**src/rtl/wb_ram_arbiter.sv**
```systemverilog
// wb_ram_arbiter: round-robin arbiter sharing one classic Wishbone RAM slave
// between NR_MASTERS bus masters. The grant is held until the owner drops cyc.
// A per-access watchdog terminates hung strobes with err.
module wb_ram_arbiter #(
   parameter int unsigned NR_MASTERS = 2,
   parameter int unsigned TIMEOUT    = 255
) (
   input  logic                       clk,
   input  logic                       rst,
   input  logic [32*NR_MASTERS-1:0]   m_adr_i,
   input  logic [32*NR_MASTERS-1:0]   m_dat_i,
   input  logic [4*NR_MASTERS-1:0]    m_sel_i,
   input  logic [NR_MASTERS-1:0]      m_we_i,
   input  logic [NR_MASTERS-1:0]      m_cyc_i,
   input  logic [NR_MASTERS-1:0]      m_stb_i,
   output logic [31:0]                m_dat_o,
   output logic [NR_MASTERS-1:0]      m_ack_o,
   output logic [NR_MASTERS-1:0]      m_err_o,
   output logic [31:0]                s_adr_o,
   output logic [31:0]                s_dat_o,
   output logic [3:0]                 s_sel_o,
   output logic                       s_we_o,
   output logic                       s_cyc_o,
   output logic                       s_stb_o,
   input  logic [31:0]                s_dat_i,
   input  logic                       s_ack_i,
   input  logic                       s_err_i,
   output logic [NR_MASTERS-1:0]      grant_o,
   output logic                       timeout_o
);

   localparam int unsigned IW = (NR_MASTERS > 1) ? $clog2(NR_MASTERS) : 1;
   localparam int unsigned CW = (TIMEOUT > 0) ? $clog2(TIMEOUT + 1) : 1;
   localparam logic [CW-1:0] WD_MAX   = CW'(TIMEOUT);
   localparam logic [IW-1:0] LAST_RST = IW'(NR_MASTERS - 1);

   typedef enum logic {
      IDLE,
      BUSY
   } state_t;

   state_t                  state;
   state_t                  state_next;
   logic [NR_MASTERS-1:0]   grant;
   logic [NR_MASTERS-1:0]   grant_next;
   logic [IW-1:0]           last;
   logic [IW-1:0]           last_next;
   logic [IW-1:0]           cand;
   logic [IW-1:0]           win_idx;
   logic                    win_found;
   logic [CW-1:0]           wd_cnt;
   logic                    own_cyc;
   logic                    own_stb;
   logic                    wd_fire;
   logic                    wd_kill;

   // Owner handshake: grant is zero outside BUSY, so these are low when idle.
   always_comb begin
      own_cyc = |(grant & m_cyc_i);
      own_stb = |(grant & m_stb_i);
   end

   // Round-robin pick: first requester scanning from last+1 modulo NR_MASTERS.
   always_comb begin
      win_found = 1'b0;
      win_idx   = '0;
      cand      = '0;
      for (int unsigned k = 1; k <= NR_MASTERS; k++) begin
         cand = IW'((32'(last) + k) % NR_MASTERS);
         if (!win_found && m_cyc_i[cand]) begin
            win_found = 1'b1;
            win_idx   = cand;
         end
      end
   end

   // Next-state logic: grant on any request in IDLE, release when owner drops cyc.
   always_comb begin
      state_next = state;
      grant_next = grant;
      last_next  = last;
      case (state)
         IDLE: begin
            if (win_found) begin
               state_next = BUSY;
               grant_next = NR_MASTERS'(1) << win_idx;
               last_next  = win_idx;
            end
         end
         BUSY: begin
            if (!own_cyc) begin
               state_next = IDLE;
               grant_next = '0;
            end
         end
         default: begin
            state_next = IDLE;
            grant_next = '0;
         end
      endcase
   end

   // State, grant and round-robin pointer registers.
   always_ff @(posedge clk) begin
      if (rst) begin
         state <= IDLE;
         grant <= '0;
         last  <= LAST_RST;
      end else begin
         state <= state_next;
         grant <= grant_next;
         last  <= last_next;
      end
   end

   // Watchdog fires when a strobe has waited TIMEOUT cycles with no response;
   // a same-cycle slave ack/err takes priority and suppresses the fire.
   always_comb begin
      wd_fire = (TIMEOUT != 0) && (wd_cnt == WD_MAX) && own_stb && !s_ack_i && !s_err_i;
      wd_kill = wd_fire;
   end

   // Watchdog counter: counts strobed cycles without response, saturating.
   always_ff @(posedge clk) begin
      if (rst) begin
         wd_cnt <= '0;
      end else if (state != BUSY || !own_stb || s_ack_i || s_err_i || wd_fire) begin
         wd_cnt <= '0;
      end else if (wd_cnt != WD_MAX) begin
         wd_cnt <= wd_cnt + CW'(1);
      end
   end

   // Slave-side mux from the one-hot owner plus response routing back to it.
   always_comb begin
      s_adr_o = '0;
      s_dat_o = '0;
      s_sel_o = '0;
      s_we_o  = 1'b0;
      for (int unsigned i = 0; i < NR_MASTERS; i++) begin
         if (grant[i]) begin
            s_adr_o = m_adr_i[32*i +: 32];
            s_dat_o = m_dat_i[32*i +: 32];
            s_sel_o = m_sel_i[4*i +: 4];
            s_we_o  = m_we_i[i];
         end
      end
      s_cyc_o   = own_cyc & ~wd_kill;
      s_stb_o   = own_stb & ~wd_kill;
      m_ack_o   = grant & {NR_MASTERS{s_ack_i}};
      m_err_o   = grant & {NR_MASTERS{s_err_i | wd_fire}};
      m_dat_o   = s_dat_i;
      grant_o   = grant;
      timeout_o = wd_fire;
   end

endmodule

```
**config.mk**
```make
export PLATFORM = sky130hd
export DESIGN_NAME = wb_ram_arbiter
export DESIGN_NICKNAME = d
export VERILOG_FILES = /design/src/rtl/wb_ram_arbiter.sv
export SDC_FILE = /design/constraint.sdc
export NUM_CORES = 1
export LEC_CHECK = 0
export BUFFER_PORTS_ARGS = -buffer_cell sky130_fd_sc_hd__buf_2
export CELL_PAD_IN_SITES_DETAIL_PLACEMENT = 0
export CELL_PAD_IN_SITES_GLOBAL_PLACEMENT = 1
export CORE_AREA = 2 2 113 115
export DETAILED_ROUTE_END_ITERATION = 10
export DIE_AREA = 0 0 115 117
export GPL_ROUTABILITY_DRIVEN = 1
export GPL_TIMING_DRIVEN = 1
export MAX_ROUTING_LAYER = met4
export PLACE_DENSITY = 0.73
export RECOVER_POWER = 25
export SLEW_MARGIN = 10
export SYNTH_ARGS = -nofsm -noshare
export SYNTH_HDL_FRONTEND = slang
export SYNTH_SLANG_ARGS = --single-unit
```
**constraint.sdc**
```tcl
create_clock -name clk -period 2 [get_ports clk]
set_input_delay 0.4 -clock clk [delete_from_list [all_inputs] [get_ports clk]]
set_output_delay 0.4 -clock clk [all_outputs]
set_load 0.01 [all_outputs]
```
==> run metrics, run 1 <==
status=finished, final reports clean; Least-Margin Pin Slew=0.3724 ns; area of the multi-input gates=968.4 um2; CTS Buf Count=3; largest fanout on the critical path=5; Yosys Warn Count=0; CTS tree=done; Buffers on Ports=223; Synth area leaders=a22o_1, dfxtp_1, buf_4; R2R setup slack=0.36 ns; CORE AREA=0.01231 mm2; Finished Cell Area=0.002698 mm2; Placed Area=0.002570 mm2; global-route wire length before repair=10490 um; Arr. time, crit path=1.51 ns; clock insertion delay at the later pin of the skew report=0.24 ns; chip width=115 um; Setup Skew=0.002588 ns; hpwl dp=7143 um; Fin Hold WS=0.3818 ns; Routed Wire Length=8157 um; Seq cells post-synth=12; Crit Path Class=reg -> out; post-DR vias/cell=4.305; Netlist cell types=31; die area=0.01346 mm2; Mapped Cells=186; commonest non-fill, non-tap cell in the layout=buf_2; WP data required=1.60 ns; DRC viols=0; Sequential Area=245.2 um2; initial DRC count=86; clock root cell=clkbuf_16; Max clock buf depth=2; Max Fclk=524.9 MHz; setup TNS=0 ns; most frequent cells in the layout=buf_2, a22o_1, dfxtp_1, a21oi_1, buf_4; antenna-violating nets left=0; Initial Util=12.18%; CP max stage cell=dfxtp_2; Syn Std Cell Area=0.001500 mm2; Worst path max stage delay=0.36 ns; largest net degree at the start of global routing=61; io pins=288; Pleak=1.519 nW; max-cap violation count=0; Hold Violations, Final=0; syn_nets=365; share of post-route cells with drive strength above 1=65.59%; H-tree depth=1; Pre-antenna DRT Iters=4; Area Overhead vs Synth=79.82%; final core occ=21.91%; nets=552; area share of the largest cell type after synthesis=40.28%; Critical Path Start Type=register; Final setup viols=0; nature of the critical path endpoint=primary output; Tmin final=1.905 ns; routed len/inst=15.63 um; number of global-route vias before repair=1927; GP Congestion=0.7651; clock sink total=12; CP Cell Sequence=ha_4 > nand3_2 > nor4_2 > buf_4 > and2_1 > buf_2; row cnt=41; antenna diode count=0; post-synthesis sequential area ratio=16.01%; crit share post-route=95.25%; Peak VDD IR=242.0 uV; Synth area leader=a22o_1; HP Class=in -> reg; Die Height=117 um; grt ovf=0; FILL cells=1380; Mean Syn Cell Area=8.066 um2; CTS clk-pin slew, worst paths=0.04 ns; Slew Limit Fails=0; Pwr Density=478.2 mW/mm2; initial antenna violation count=0; detailed-route via count=2247; Tot Pwr=1.290 mW; worst rel slew slack=75.08%; GRT Total Usage=10.55%
logic make-up (layout without fill, tap and decap cells):
group / Yosys count / in the layout / synth area share [%]
adders and majority gates: 1 / 1 / 0.8339
DFF: 12 / 12 / 16.01
xor gates and xnor gates: 3 / 3 / 1.752
buffers and inverters: 53 / 239 / 21.52
and+or+nand+nor: 25 / 25 / 9.341
AOI/OAI and AO/OA: 92 / 92 / 50.54
cell usage after synthesis:
| library cell | instances |
|---|---|
| nor3b_1 | 1 |
| o21a_1 | 2 |
| or3_1 | 3 |
| and2_1 | 3 |
| clkbuf_1 | 13 |
| buf_2 | 3 |
| nor3_1 | 2 |
| nor4_1 | 1 |
| nand4_1 | 2 |
| nor2b_1 | 1 |
| a21oi_1 | 6 |
| or4_1 | 1 |
| o21ai_0 | 4 |
| xnor2_1 | 2 |
| nor2_1 | 4 |
| o211ai_1 | 2 |
| a21o_1 | 4 |
| a211oi_1 | 2 |
| buf_1 | 1 |
| a22oi_1 | 1 |
| nand3_1 | 3 |
| xor2_1 | 1 |
| inv_1 | 4 |
| a22o_1 | 69 |
| a211o_1 | 1 |
| nand2_1 | 1 |
| buf_4 | 32 |
| dfxtp_1 | 12 |
| ha_1 | 1 |
| a22oi_2 | 1 |
| nand2b_1 | 3 |
sequential cells by signal, summed over array words and instances, names as in the netlist:
register and flops:
state 1, last 1, wd_cnt 8, grant_o 2
report_power, final:
part	total (mW)	switching [mW]	internal, mW
clock network	0.406	0.105	0.302
logic	0.619	0.306	0.312
registers	0.265	0.0163	0.249
total	1.29	0.427	0.863
critical path: cells and delay by family (launching register included):
kind | cells | cell delay [ns]
and+or+nand+nor | 3 | 0.46
adders and majority gates | 1 | 0.15
buffers and inverters | 2 | 0.28
DFF | 1 | 0.36
through the flow:
step | worst slack, ns | cells
3_5_place_dp | 0.2415 | 517
4_1_cts | 0.0007392 | 521
3_3_place_gp | 0.2893 | 517
6_report | 0.09499 | 522
5_1_grt | -0.01089 | 522
2_1_floorplan | 0.1591 | 186
final timing paths:
check	start	endpoint	cells after the start
max	wd_cnt[0]$_SDFFE_PP0P_	timeout_o	6
min	rst	grant_o[0]$_SDFFE_PP0P_	2
max reg2reg	grant_o[1]$_SDFFE_PP0P_	wd_cnt[7]$_SDFFE_PP0P_	3
min reg2reg	wd_cnt[0]$_SDFFE_PP0P_	wd_cnt[0]$_SDFFE_PP0P_	1
layer usage:
layer | vias to the layer above | global-route usage, % | share of wire, %
met3 | 7 | 1.442 | 7.3
li1 | 1069 | - | -
met2 | 149 | 18.31 | 51
met1 | 1022 | 13.22 | 41
met5 | - | - | 0
met4 | 0 | 1.928 | 0.83
cell type report:
type,count,area share [%]
inverter,4,0.5566
sequential,12,9.091
clock buffer,4,3.293
multi-input combinational,121,35.90
timing repair buffer,231,44.20
tap,150,6.957
timing repair:
| item | in CTS | in global routing |
|---|---|---|
| endpoints found under the setup margin | 2 | 37 |
| pin swaps | 0 | 1 |
| gates resized for setup | 1 | 7 |
| cloned | 0 | 0 |
| buffers inserted | 0 | 1 |
| hold buffers | 0 | 0 |
Note: power is estimated with default switching activity, not from simulation.
==> run 2, diff against run 1 <==
CTS_CLUSTER_SIZE = 10   (was not set)
RECOVER_POWER = 100   (was 25)
==> run 2 against run 1 <==
Effect of this change:
- cell count did not move
- non-clock buffer count unchanged
- die area unchanged
- critical path depth stayed put
- sequential power about the same
- design area is 2.9% lower
- combinational power shrank 4.2%
- hold slack barely moved
- sequential share of layout area increased by 0.27 points
==> run metrics, run 2 (synthesis gave the netlist of run 1 again) <==
status=finished, final reports clean; Crit Path Class=reg -> out; WHS Path Cells=2; most frequent cells in the layout=buf_2, a22o_1, clkbuf_1, dfxtp_1, clkbuf_2; Finished Cell Area=0.002620 mm2; Post-Layout Cell Count=522; Critical Path Start Type=register; detailed-route via count=2224; Setup Skew=0.002619 ns; Least-Margin Pin Slew=0.3724 ns; antenna diode count=0; Hold Violations, Final=0; routed len/inst=15.74 um; Pwr Density=482.7 mW/mm2; largest fanout on the critical path=5; Fin Hold WS=0.3815 ns; antenna-violating nets left=0; initial antenna violation count=0; number of global-route vias before repair=1927; max-cap violation count=0; share of post-route cells with drive strength above 1=49.46%; Arr. time, crit path=1.51 ns; row cnt=41; GRT Total Usage=10.55%; CP top delay family=simple AND/OR/NAND/NOR gates; worst rel slew slack=75.08%; number of flip-flops under the largest register name=8; Slew Limit Fails=0; initial DRC count=98; CP bufs+invs=2; largest register by flop count=wd_cnt; CP max stage cell=dfxtp_2; clock sink total=12; Peak VDD IR=242.0 uV; clock root cell=clkbuf_16; Worst path max stage delay=0.36 ns; crit share post-route=95.35%; HP Class=in -> reg; Worst R2R Path Depth=3; Initial Util=12.18%; CTS tree=done; Placed Area=0.002570 mm2; post-DR vias/cell=4.261; Cells after DPL=517; global-route wire length before repair=10490 um; die area=0.01346 mm2; CORE AREA=0.01231 mm2; Pre-antenna DRT Iters=4; clock insertion delay at the later pin of the skew report=0.24 ns; Routed Wire Length=8218 um; grt ovf=0; chip width=115 um; commonest non-fill, non-tap cell in the layout=buf_2; Max clock buf depth=2; WP data required=1.60 ns; R2R setup slack=0.36 ns; nets=552; Pleak=1.278 nW; GP Congestion=0.7651; H-tree depth=1; Area Overhead vs Synth=74.65%; DRC viols=0; Final setup viols=0; Max Fclk=524.4 MHz; Buffers on Ports=223; io pins=288; Die Height=117 um; Tmin final=1.907 ns; CP Cell Sequence=ha_4 > nand3_2 > nor4_2 > buf_4 > and2_1 > buf_2; CTS clk-pin slew, worst paths=0.04 ns; largest net degree at the start of global routing=61; WP depth=6; CTS Buf Count=3; nature of the critical path endpoint=primary output; hpwl dp=7143 um
run 2: cell count changes in the layout (fill, tap and decap cells not counted):
cell      delta
and2_0       +1
and2_1       -1
buf_2       -66
buf_4        -1
clkbuf_1    +60
clkbuf_2     +7
run 2: final timing paths:
kind                                                 to                    start
worst min register to register   wd_cnt[0]$_SDFFE_PP0P_   wd_cnt[0]$_SDFFE_PP0P_
worst min-delay path            grant_o[0]$_SDFFE_PP0P_                      rst
worst max-delay path                          timeout_o   wd_cnt[0]$_SDFFE_PP0P_
worst max register to register   wd_cnt[7]$_SDFFE_PP0P_  grant_o[1]$_SDFFE_PP0P_
run 2: routing by layer:
metal  global-route usage, %  routed length, um  up-vias
met2                   18.31               4144      143
met1                   13.22               3442     1007
met3                   1.442                562        7
met5                       -                  0        -
li1                        -                  -     1067
met4                   1.928                 68        0
run 2: what timing repair did:
item / in CTS / in global routing
buffers inserted: 0 / 1
pin swaps: 0 / 1
endpoints found under the setup margin: 2 / 37
hold buffers: 0 / 0
resized for setup: 1 / 7
run 2: area by class of cell:
cell class	count	area, um2
multi-input combinational	121	968.4
inverter	4	15.01
fill	1412	9692
timing repair buffer	231	1115
tap	150	187.7
clock buffer	4	88.84
sequential	12	245.2
run 2: stage by stage:
stage / TNS, ns / utilization (%) / setup WS (ns) / total power, mW
3_5_place_dp: 0 / 20.87 / 0.2415 / 0.8942
3_3_place_gp: 0 / 20.87 / 0.2893 / 0.8843
4_1_cts: 0 / 21.61 / 0.0007392 / 1.303
2_1_floorplan: 0 / - / 0.1591 / 0.6102
5_1_grt: -0.01089 / 21.28 / -0.01089 / 1.339
6_report: 0 / 21.28 / 0.09296 / 1.265
run 2: power breakdown:
group          switching [mW]  internal, mW  total (mW)
sequential             0.0163         0.249       0.265
clock                   0.105         0.302       0.406
combinational           0.312         0.282       0.593
total                   0.433         0.832        1.26
==> run 3, diff against run 2 <==
CORE_AREA = not set   (was 2 2 113 115)
CORE_ASPECT_RATIO = 2   (was not set)
CORE_MARGIN = 4   (was not set)
CORE_UTILIZATION = 14   (was not set)
DIE_AREA = not set   (was 0 0 115 117)
PLACE_DENSITY = 0.81   (was 0.73)
==> run 3 against run 2 <==
Effect of this change:
- maximum frequency is 3.5% lower
- clock skew is 0.0011 ns lower
- setup slack worse by 0.068 ns
- utilization increased by 4.2 points
- non-clock buffer count fell by 2
- routed wire length up 26%
- hold slack better by 0.013 ns
- cell count shrank 2.5%
- critical path depth stayed put
- total power is 4.1% higher
- via count is 3.8% higher
- critical path type unchanged
- critical endpoint unchanged
- highest routed layer unchanged
==> run metrics, run 3 (synthesis gave the netlist of run 1 again) <==
status=finished, final reports clean; clock root cell=clkbuf_16; Fin Hold WS=0.3948 ns; commonest non-fill, non-tap cell in the layout=buf_2; Max clock buf depth=2; H-tree depth=1; io pins=288; number of flip-flops under the largest register name=8; R2R setup slack=0.42 ns; nature of the critical path endpoint=primary output; Crit Path Class=reg -> out; CTS clk-pin slew, worst paths=0.04 ns; clock sink total=12; clock insertion delay at the later pin of the skew report=0.24 ns; initial DRC count=98; chip width=81.20 um; largest net degree at the start of global routing=42; initial antenna violation count=2; grt ovf=0; DRC viols=0; worst r2r src=grant_o[1]$_SDFFE_PP0P_; RSZ-0062 raised after global routing=yes; nets=550; Critical Path Start Type=register; crit share post-route=98.78%; antenna-violating nets left=0; hpwl dp=9208 um; max-cap violation count=0; GRT Total Usage=15.35%; Area Overhead vs Synth=77.65%; share of post-route cells with drive strength above 1=56.22%; HP Class=in -> reg; Logic pwr share=49.1%; min-delay src=rst; Worst R2R Path Depth=3; WHS Path Cells=2; GP Congestion=0.7957; Max Fclk=506.2 MHz; Buffers on Ports=223; Routed Wire Length=10320 um; worst rel slew slack=71.22%; post-DR vias/cell=4.536; number of global-route vias before repair=2298; FF-to-FF End=wd_cnt[7]$_SDFFE_PP0P_; CORE AREA=0.01048 mm2; FILL cells=1209; Seq pwr share=19.7%; hold_buf cts=0; Least-Margin Pin Slew=0.4317 ns; global-route wire length before repair=13470 um; most frequent cells in the layout=buf_2, a22o_1, clkbuf_1, dfxtp_1; routed len/inst=20.28 um; Slew Limit Fails=0; largest fanout on the critical path=5; WP data required=1.60 ns; Tmin final=1.976 ns; Arr. time, crit path=1.58 ns; Sw Share=35.68%; final worst slack=0.02449 ns; detailed-route via count=2309; die area=0.01254 mm2; area of the multi-input gates=988.4 um2; Pwr Density=493.9 mW/mm2; CTS tree=done; CTS Buf Count=3; Hold Violations, Final=0; Clock Power Share=31.2%; largest register by flop count=wd_cnt; P_sw=0.4696 mW; Initial Util=14.32%; Final setup viols=0; Placement Setup Slack=-0.05615 ns; Setup Skew=0.001482 ns; Pre-antenna DRT Iters=4; Peak VDD IR=571.0 uV; Pleak=1.388 nW; WHS Endpoint=grant_o[0]$_SDFFE_PP0P_; Cell Int Power=0.8466 mW; Die Height=154.4 um; row cnt=53; Sequential Area=252.7 um2
==> run 3: per-stage QoR <==
stage	TNS (ns)	std cells	utilization, %	power [mW]	cell area, um2
3_5_place_dp	-0.2613	502	24.23	0.9225	2539
4_1_cts	0	507	25.69	1.345	2691
6_report	0	509	25.44	1.316	2665
2_1_floorplan	0	186	-	0.6102	1500
5_1_grt	-0.04322	509	25.44	1.386	2665
3_3_place_gp	-0.05582	502	24.23	0.9146	2539
==> run 3: layer usage <==
| layer | global-route usage [%] | up-vias | routed length, um |
|---|---|---|---|
| met5 | - | - | 0 |
| met4 | 4.029 | 0 | 226 |
| met3 | 5.186 | 28 | 1381 |
| met2 | 25.03 | 198 | 4606 |
| met1 | 17.76 | 1016 | 4107 |
| li1 | - | 1067 | - |
==> run 3: final cells by class <==
| cell class | instances | area share (%) |
|---|---|---|
| antenna | 2 | 0.1878 |
| clock buffer | 4 | 3.333 |
| sequential | 12 | 9.484 |
| tap | 137 | 6.432 |
| multi-input combinational | 121 | 37.09 |
| inverter | 4 | 0.5634 |
| timing repair buffer | 229 | 42.91 |
==> run 3: worst max-delay path by stage <==
stage | from | to
3_3_place_gp | grant_o[0]$_SDFFE_PP0P_ | s_dat_o[28]
3_5_place_dp | grant_o[0]$_SDFFE_PP0P_ | s_dat_o[28]
4_1_cts | grant_o[0]$_SDFFE_PP0P_ | s_dat_o[1]
6_report | wd_cnt[1]$_SDFFE_PP0P_ | timeout_o
2_1_floorplan | wd_cnt[0]$_SDFFE_PP0P_ | timeout_o
5_1_grt | wd_cnt[1]$_SDFFE_PP0P_ | timeout_o
==> run 3: what timing repair did <==
item	CTS	global route
setup buffers	1	0
setup endpoints to repair	49	17
pin swaps	2	1
resized for setup	12	5
==> run 3: power by group through the flow <==
stage / combinational, mW / sequential [mW] / clock [mW]
2_1_floorplan: 0.349 / 0.261 / 0
3_3_place_gp: 0.648 / 0.267 / 0
3_5_place_dp: 0.656 / 0.267 / 0
4_1_cts: 0.667 / 0.263 / 0.414
5_1_grt: 0.695 / 0.261 / 0.430
6_report: 0.647 / 0.259 / 0.410
==> run 3: critical path, cell delays in order, from the launching register on <==
cell     delay (ns)
dfxtp_4        0.36
ha_4           0.15
nand3_4        0.11
nor4_4         0.28
buf_4          0.18
and2_1         0.13
buf_2          0.13
